[src/rtl/rtc_reg_init_seq.sv]
// rtc_reg_init_seq
// ----------------
// Register-initialisation sequencer for the RTC bus. On an accepted start it
// walks BASE_ADDR .. BASE_ADDR+NUM_REGS-1. For each address it gives one
// address-setup cycle, a RD strobe of RD_CYCLES, a WR strobe of WR_CYCLES
// carrying the fill value, an optional read-back (verify) strobe, then
// GAP_CYCLES idle cycles. The bus is owned (reinicio) for the whole walk.
//
// Optional feature macro: RTC_INIT_VERIFY_EN
//   defined   : VFY state after each write; rd_data is compared with data_out
//               on the last VFY cycle, first mismatch latched in err/err_addr.
//   undefined : no VFY state, err/err_addr stay 0, rd_data is ignored.
//
// Ports
//   clk, reset        : clock (rising edge), async active-low reset
//   start, abort      : level request / terminate (abort has priority)
//   mode, fill_data   : fill select (0 = zeros, 1 = fill_data), sampled on start
//   rd_data           : bus read data (verify only)
//   dir_out, data_out : bus address / write data
//   RD, WR            : bus strobes (never high together)
//   reinicio, busy    : bus ownership / sequence in progress
//   ready, aborted    : done flag / sticky abort flag
//   err, err_addr     : verify result
module rtc_reg_init_seq #(
    parameter int ADDR_W     = 8,
    parameter int DATA_W     = 8,
    parameter int BASE_ADDR  = 0,
    parameter int NUM_REGS   = 4,
    parameter int RD_CYCLES  = 257,
    parameter int WR_CYCLES  = 256,
    parameter int GAP_CYCLES = 2
) (
    input  logic              clk,
    input  logic              reset,
    input  logic              start,
    input  logic              abort,
    input  logic              mode,
    input  logic [DATA_W-1:0] fill_data,
    input  logic [DATA_W-1:0] rd_data,
    output logic [ADDR_W-1:0] dir_out,
    output logic [DATA_W-1:0] data_out,
    output logic              RD,
    output logic              WR,
    output logic              reinicio,
    output logic              busy,
    output logic              ready,
    output logic              aborted,
    output logic              err,
    output logic [ADDR_W-1:0] err_addr
);

    localparam int MAX_RW = (RD_CYCLES > WR_CYCLES) ? RD_CYCLES : WR_CYCLES;
    localparam int MAX_C  = (MAX_RW > GAP_CYCLES) ? MAX_RW : GAP_CYCLES;
    localparam int CNT_W  = $clog2(MAX_C + 1);

    localparam longint LAST_L    = longint'(BASE_ADDR) + longint'(NUM_REGS) - 1;
    localparam longint ADDR_SPAN = longint'(1) << ADDR_W;

    localparam logic [ADDR_W-1:0] BASE_A    = ADDR_W'(BASE_ADDR);
    localparam logic [ADDR_W-1:0] LAST_ADDR = ADDR_W'(LAST_L);

    // Counter reload values are "cycles - 1": a phase ends when the count is 0.
    localparam logic [CNT_W-1:0] RD_LD  = CNT_W'(RD_CYCLES - 1);
    localparam logic [CNT_W-1:0] WR_LD  = CNT_W'(WR_CYCLES - 1);
    localparam logic [CNT_W-1:0] GAP_LD = CNT_W'((GAP_CYCLES > 0) ? GAP_CYCLES - 1 : 0);

    // Window must fit the address space (no wrap) and timing must be legal.
    generate
        if (NUM_REGS < 1 || RD_CYCLES < 1 || WR_CYCLES < 1 || GAP_CYCLES < 0 ||
            LAST_L >= ADDR_SPAN) begin : g_bad_cfg
            $error("rtc_reg_init_seq: illegal parameter set");
        end
    endgenerate

    typedef enum logic [2:0] {
        S_IDLE,
        S_ADDR,
        S_RDPH,
        S_WRPH,
`ifdef RTC_INIT_VERIFY_EN
        S_VFY,
`endif
        S_GAP,
        S_DONE
    } state_t;

    state_t             state_q,    state_d;
    logic [CNT_W-1:0]   cnt_q,      cnt_d;
    logic [ADDR_W-1:0]  dir_q,      dir_d;
    logic [DATA_W-1:0]  data_q,     data_d;
    logic               rd_q,       rd_d;
    logic               wr_q,       wr_d;
    logic               busy_q,     busy_d;
    logic               ready_q,    ready_d;
    logic               aborted_q,  aborted_d;
    logic               err_q,      err_d;
    logic [ADDR_W-1:0]  err_addr_q, err_addr_d;

    // go_post_wr: a write (and its verify) finished, choose GAP or next address.
    // go_next   : the current register is complete, advance or finish.
    logic go_post_wr;
    logic go_next;

    always_comb begin
        state_d    = state_q;
        cnt_d      = cnt_q;
        dir_d      = dir_q;
        data_d     = data_q;
        rd_d       = rd_q;
        wr_d       = wr_q;
        busy_d     = busy_q;
        ready_d    = ready_q;
        aborted_d  = aborted_q;
        err_d      = err_q;
        err_addr_d = err_addr_q;
        go_post_wr = 1'b0;
        go_next    = 1'b0;

        if (abort) begin
            state_d   = S_IDLE;
            rd_d      = 1'b0;
            wr_d      = 1'b0;
            busy_d    = 1'b0;
            ready_d   = 1'b0;
            aborted_d = 1'b1;
        end else begin
            case (state_q)
                S_IDLE, S_DONE: begin
                    if (start) begin
                        state_d    = S_ADDR;
                        data_d     = mode ? fill_data : '0;
                        dir_d      = BASE_A;
                        busy_d     = 1'b1;
                        ready_d    = 1'b0;
                        aborted_d  = 1'b0;
                        err_d      = 1'b0;
                        err_addr_d = '0;
                    end
                end
                S_ADDR: begin
                    state_d = S_RDPH;
                    rd_d    = 1'b1;
                    cnt_d   = RD_LD;
                end
                S_RDPH: begin
                    if (cnt_q == '0) begin
                        state_d = S_WRPH;
                        rd_d    = 1'b0;
                        wr_d    = 1'b1;
                        cnt_d   = WR_LD;
                    end else begin
                        cnt_d = cnt_q - 1'b1;
                    end
                end
                S_WRPH: begin
                    if (cnt_q == '0) begin
                        wr_d = 1'b0;
`ifdef RTC_INIT_VERIFY_EN
                        state_d = S_VFY;
                        rd_d    = 1'b1;
                        cnt_d   = RD_LD;
`else
                        go_post_wr = 1'b1;
`endif
                    end else begin
                        cnt_d = cnt_q - 1'b1;
                    end
                end
`ifdef RTC_INIT_VERIFY_EN
                S_VFY: begin
                    if (cnt_q == '0) begin
                        rd_d       = 1'b0;
                        go_post_wr = 1'b1;
                        // Only the first mismatch is recorded.
                        if (rd_data != data_q && !err_q) begin
                            err_d      = 1'b1;
                            err_addr_d = dir_q;
                        end
                    end else begin
                        cnt_d = cnt_q - 1'b1;
                    end
                end
`endif
                S_GAP: begin
                    if (cnt_q == '0) go_next = 1'b1;
                    else             cnt_d   = cnt_q - 1'b1;
                end
                default: state_d = S_IDLE;
            endcase

            if (go_post_wr) begin
                if (GAP_CYCLES > 0) begin
                    state_d = S_GAP;
                    cnt_d   = GAP_LD;
                end else begin
                    go_next = 1'b1;
                end
            end

            if (go_next) begin
                if (dir_q == LAST_ADDR) begin
                    state_d = S_DONE;
                    busy_d  = 1'b0;
                    ready_d = 1'b1;
                end else begin
                    state_d = S_ADDR;
                    dir_d   = dir_q + 1'b1;
                end
            end
        end
    end

    always_ff @(posedge clk or negedge reset) begin
        if (!reset) begin
            state_q    <= S_IDLE;
            cnt_q      <= '0;
            dir_q      <= '0;
            data_q     <= '0;
            rd_q       <= 1'b0;
            wr_q       <= 1'b0;
            busy_q     <= 1'b0;
            ready_q    <= 1'b0;
            aborted_q  <= 1'b0;
            err_q      <= 1'b0;
            err_addr_q <= '0;
        end else begin
            state_q    <= state_d;
            cnt_q      <= cnt_d;
            dir_q      <= dir_d;
            data_q     <= data_d;
            rd_q       <= rd_d;
            wr_q       <= wr_d;
            busy_q     <= busy_d;
            ready_q    <= ready_d;
            aborted_q  <= aborted_d;
            err_q      <= err_d;
            err_addr_q <= err_addr_d;
        end
    end

`ifndef RTC_INIT_VERIFY_EN
    logic unused_rd_data;
    assign unused_rd_data = ^rd_data;
`endif

    // Bus ownership tracks busy exactly, so both come from the same flop.
    assign dir_out  = dir_q;
    assign data_out = data_q;
    assign RD       = rd_q;
    assign WR       = wr_q;
    assign reinicio = busy_q;
    assign busy     = busy_q;
    assign ready    = ready_q;
    assign aborted  = aborted_q;
    assign err      = err_q;
    assign err_addr = err_addr_q;

endmodule

[config.mk]
export PLATFORM = sky130hd
export DESIGN_NAME = rtc_reg_init_seq
export DESIGN_NICKNAME = d
export VERILOG_FILES = /design/src/rtl/rtc_reg_init_seq.sv
export SDC_FILE = /design/constraint.sdc
export NUM_CORES = 1
export LEC_CHECK = 0
export BUFFER_PORTS_ARGS = -buffer_cell sky130_fd_sc_hd__buf_2
export CORE_ASPECT_RATIO = 0.7
export CORE_MARGIN = 2
export CORE_UTILIZATION = 57
export DETAILED_ROUTE_END_ITERATION = 16
export HOLD_SLACK_MARGIN = 0.02
export PLACE_DENSITY_LB_ADDON = 0.08
export SYNTH_ARGS = -nofsm -noshare
export SYNTH_HDL_FRONTEND = slang
export SYNTH_SLANG_ARGS = --single-unit
[constraint.sdc]
create_clock -name clk -period 3.6 [get_ports clk]
set_input_delay 0.36 -clock clk [delete_from_list [all_inputs] [get_ports clk]]
set_output_delay 0.36 -clock clk [all_outputs]
set_load 0.1 [all_outputs]
==> results_dict.tcl <==
set metrics [dict create \
    wirelength_um 4440 \
    worstSetupPathType "flop to flop" \
    worst_slack_ns 1.05 \
    cts_tree "done" \
    synth-async-reset-ratio_pct 100 \
    grt_pass1_vias 1518 \
    cp_max_fo 11 \
    synth_top_family_by_area "simple AND/OR/NAND/NOR gates" \
    clkTransAtPathRegs_ns 0.07 \
    via_per_inst 5.84 \
    core_um2 3470 \
    slew_headroom_pct 48.3 \
    cts_resized 0 \
    max-cap-violations 0 \
    synth_compound_area_share_pct 19.3 \
    fin_area_um2 2300 \
    syn_area_um2 2030 \
    grt_max_degree 34 \
    final_nets 279 \
    detailed_place_hpwl_um 3160 \
    worstPathArrival_ns 2.77 \
    grt_overflow_total 0 \
    ioPinCount 52 \
    wl_per_cell_um 14.4 \
    diodes 0 \
    synthDistinctLibCells 56 \
    setup_viol 0 \
    routabilityCongestion 0.841 \
    initial_core_util_pct 58.6 \
    synthMuxAreaShare_pct 0.985 \
    slew_violations 0 \
    cts_root_buffer "clkbuf_8" \
    netlist.area_leader.share_pct 40.6 \
    placed_cell_area_um2 2160 \
    rsz0062_at_grt "no" \
    die_w_um 75.4 \
    finalHoldViolCount 0 \
    die-area_um2 4070 \
    ys_ff_latch 33 \
    ir_worst_vdd_uv 430 \
    first_pass_iters 4 \
    nFillCells 308 \
    post-place-ws_ns 1.11 \
    yosysSeqAreaShare_pct 40.6 \
    required_ns 3.82 \
    yosys.area_share.simple_pct 28.3 \
    ys_top_cells_by_count "nand2_1, dfrtp_1, o21ai_0, inv_1, nand3_1" \
    powerDensity_nw_per_um2 698 \
    synthXorXnorAreaFrac_pct 0.862 \
    grt_pass1_wl_um 7120 \
    fp.dieH_um 54.0 \
    antenna_found_initial 0 \
    ant_nets 0 \
    synth_area_leader_cell "dfrtp_1" \
    synth.most_common_cell "nand2_1" \
    yosysWarnings 0 \
    ff2ff_path_depth 6 \
    cts_buffers 5 \
    cts_setup_buffers 0 \
    fmax_ghz 0.392 \
    synthTopCellsByArea "dfrtp_1, nand2_1, o21ai_0" \
    synth_fa_ha_area_share_pct 1.23 \
    synthFlopType "dfrtp_1" \
    period_needed_ns 2.55 \
    drc 0 \
    num_vias 1793 \
    hold_path.class "input port to asynchronous set/reset pin" \
    cts_hold_buf 0 \
    synth_edf_count 0 \
    tns_ns 0 \
    cp-end-kind "flop" \
    tightest_slew_ns 0.774 \
    cp-start-kind "flop" \
    htree_levels 2 \
    leakage_nw 1.05 \
    clockBufferDepth 2 \
    post_synth_inst_count 229 \
    fin_crit_sh_pct 70.9 \
    clock_latency_ns 0.29 \
    drive_gt1_share_pct 21.0 \
    port_buffers 34 \
    finClkSkew_ns 0.00579 \
    finish.utilization_pct 66.2 \
    grt_usage_pct 23.6 \
    postSynthAreaPerCell_um2 8.87 \
    drt_iter0_drc 124 \
    area_delta_synth_final_pct 13.1 \
    outcome "finished clean" \
    cts.sinks 33 \
    fp-row-count 18 \
]
==> worst max-delay path, stage by stage (launching register included) <==
cell	delay, ns
dfrtp_1	0.46
inv_1	0.09
ha_1	0.20
nor4b_2	0.66
nand4_1	0.39
or4_1	0.55
a21boi_1	0.14
==> final timing paths <==
kind / start / end / slack [ns]
worst max-delay path: cnt_q[0]$_DFFE_PN0P_ / dir_out[6]$_DFFE_PN0N_ / 1.05
worst min-delay path: reset / RD$_DFFE_PN0P_ / 0.12
worst max register to register: cnt_q[0]$_DFFE_PN0P_ / dir_out[6]$_DFFE_PN0N_ / 1.05
worst min register to register: data_out[7]$_DFFE_PN0P_ / data_out[7]$_DFFE_PN0P_ / 0.48
max in group asynchronous: reset / cnt_q[5]$_DFFE_PN0P_ / 3.01
min in group clk: fill_data[6] / data_out[6]$_DFFE_PN0P_ / 0.32
==> sequential cells by signal, indices dropped and copies added, names as in the netlist <==
name and flops:
WR 1, dir_out 8, ready 1, data_out 8, state_q 3, cnt_q 9
RD 1, busy 1, aborted 1
==> where the power goes <==
group          switching (mW)  internal (mW)  total [mW]  leakage, nW
clock                   0.143          0.275       0.418       0.0681
combinational           0.502          0.156       0.658        0.546
sequential             0.0922          0.434       0.526        0.440
==> per-stage QoR <==
| step | power [mW] | cells | hold WS, ns |
|---|---|---|---|
| 2_1_floorplan | 1.10 | 237 | 0.0644 |
| 3_3_place_gp | 1.18 | 299 | 0.457 |
| 3_5_place_dp | 1.18 | 299 | 0.465 |
| 4_1_cts | 1.60 | 307 | 0.155 |
| 5_1_grt | 1.70 | 307 | 0.190 |
| 6_report | 1.60 | 307 | 0.123 |
==> cell type report <==
type,instances,area (um2),share of cell area [%]
multi-input cells,171,1060,46.3
flip-flops and latches,33,826,35.9
repair buffers,34,170,7.41
clock buffers,5,68.8,3.00
clock inverters,3,65.1,2.83
well taps,50,62.6,2.72
inverters,11,41.3,1.80
==> cell families after synthesis <==
kind of cell,count (synthesis)
flops,33
xor+xnor,2
compound gates,56
buf+inv,33
fa+ha+maj,2
simple gates,100
mux,2
other cells,1
==> cells in the final DEF (no fill, tap or decap), types with 2 or more instances in the layout <==
cell type   n
a31o_2      2
nand4b_1    2
nand3_1    11
o21ai_0    17
a32oi_1     3
clkbuf_8    5
conb_1      9
and4_1      2
a21oi_1     7
mux2i_1     2
o31ai_1     4
nor3_1      5
nor2_1      8
dfrtp_1    33
nor4_1      3
a22oi_1     2
bufinv_16   2
or4_1       3
nor2b_1     2
nor4b_2     2
nor4b_1     2
nand2_1    34
and3_1      3
a311oi_1    2
o2bb2ai_1   2
o32ai_1     2
inv_1      11
o211ai_1    3
ha_1        2
or3_1       3
buf_2      34
nand2b_1    3
a31oi_1     3
a211oi_1    2
nand4_1     7
==> metal layers <==
layer / vias to the layer above / global-route usage (%) / routed length [um]
met1: 841 / 36.8 / 2280
met2: 62 / 32.3 / 1860
met5: - / 0 / 0
li1: 887 / - / -
met4: 0 / 6.43 / 28
met3: 3 / 5.43 / 272
(Power assumes the default switching activity.)
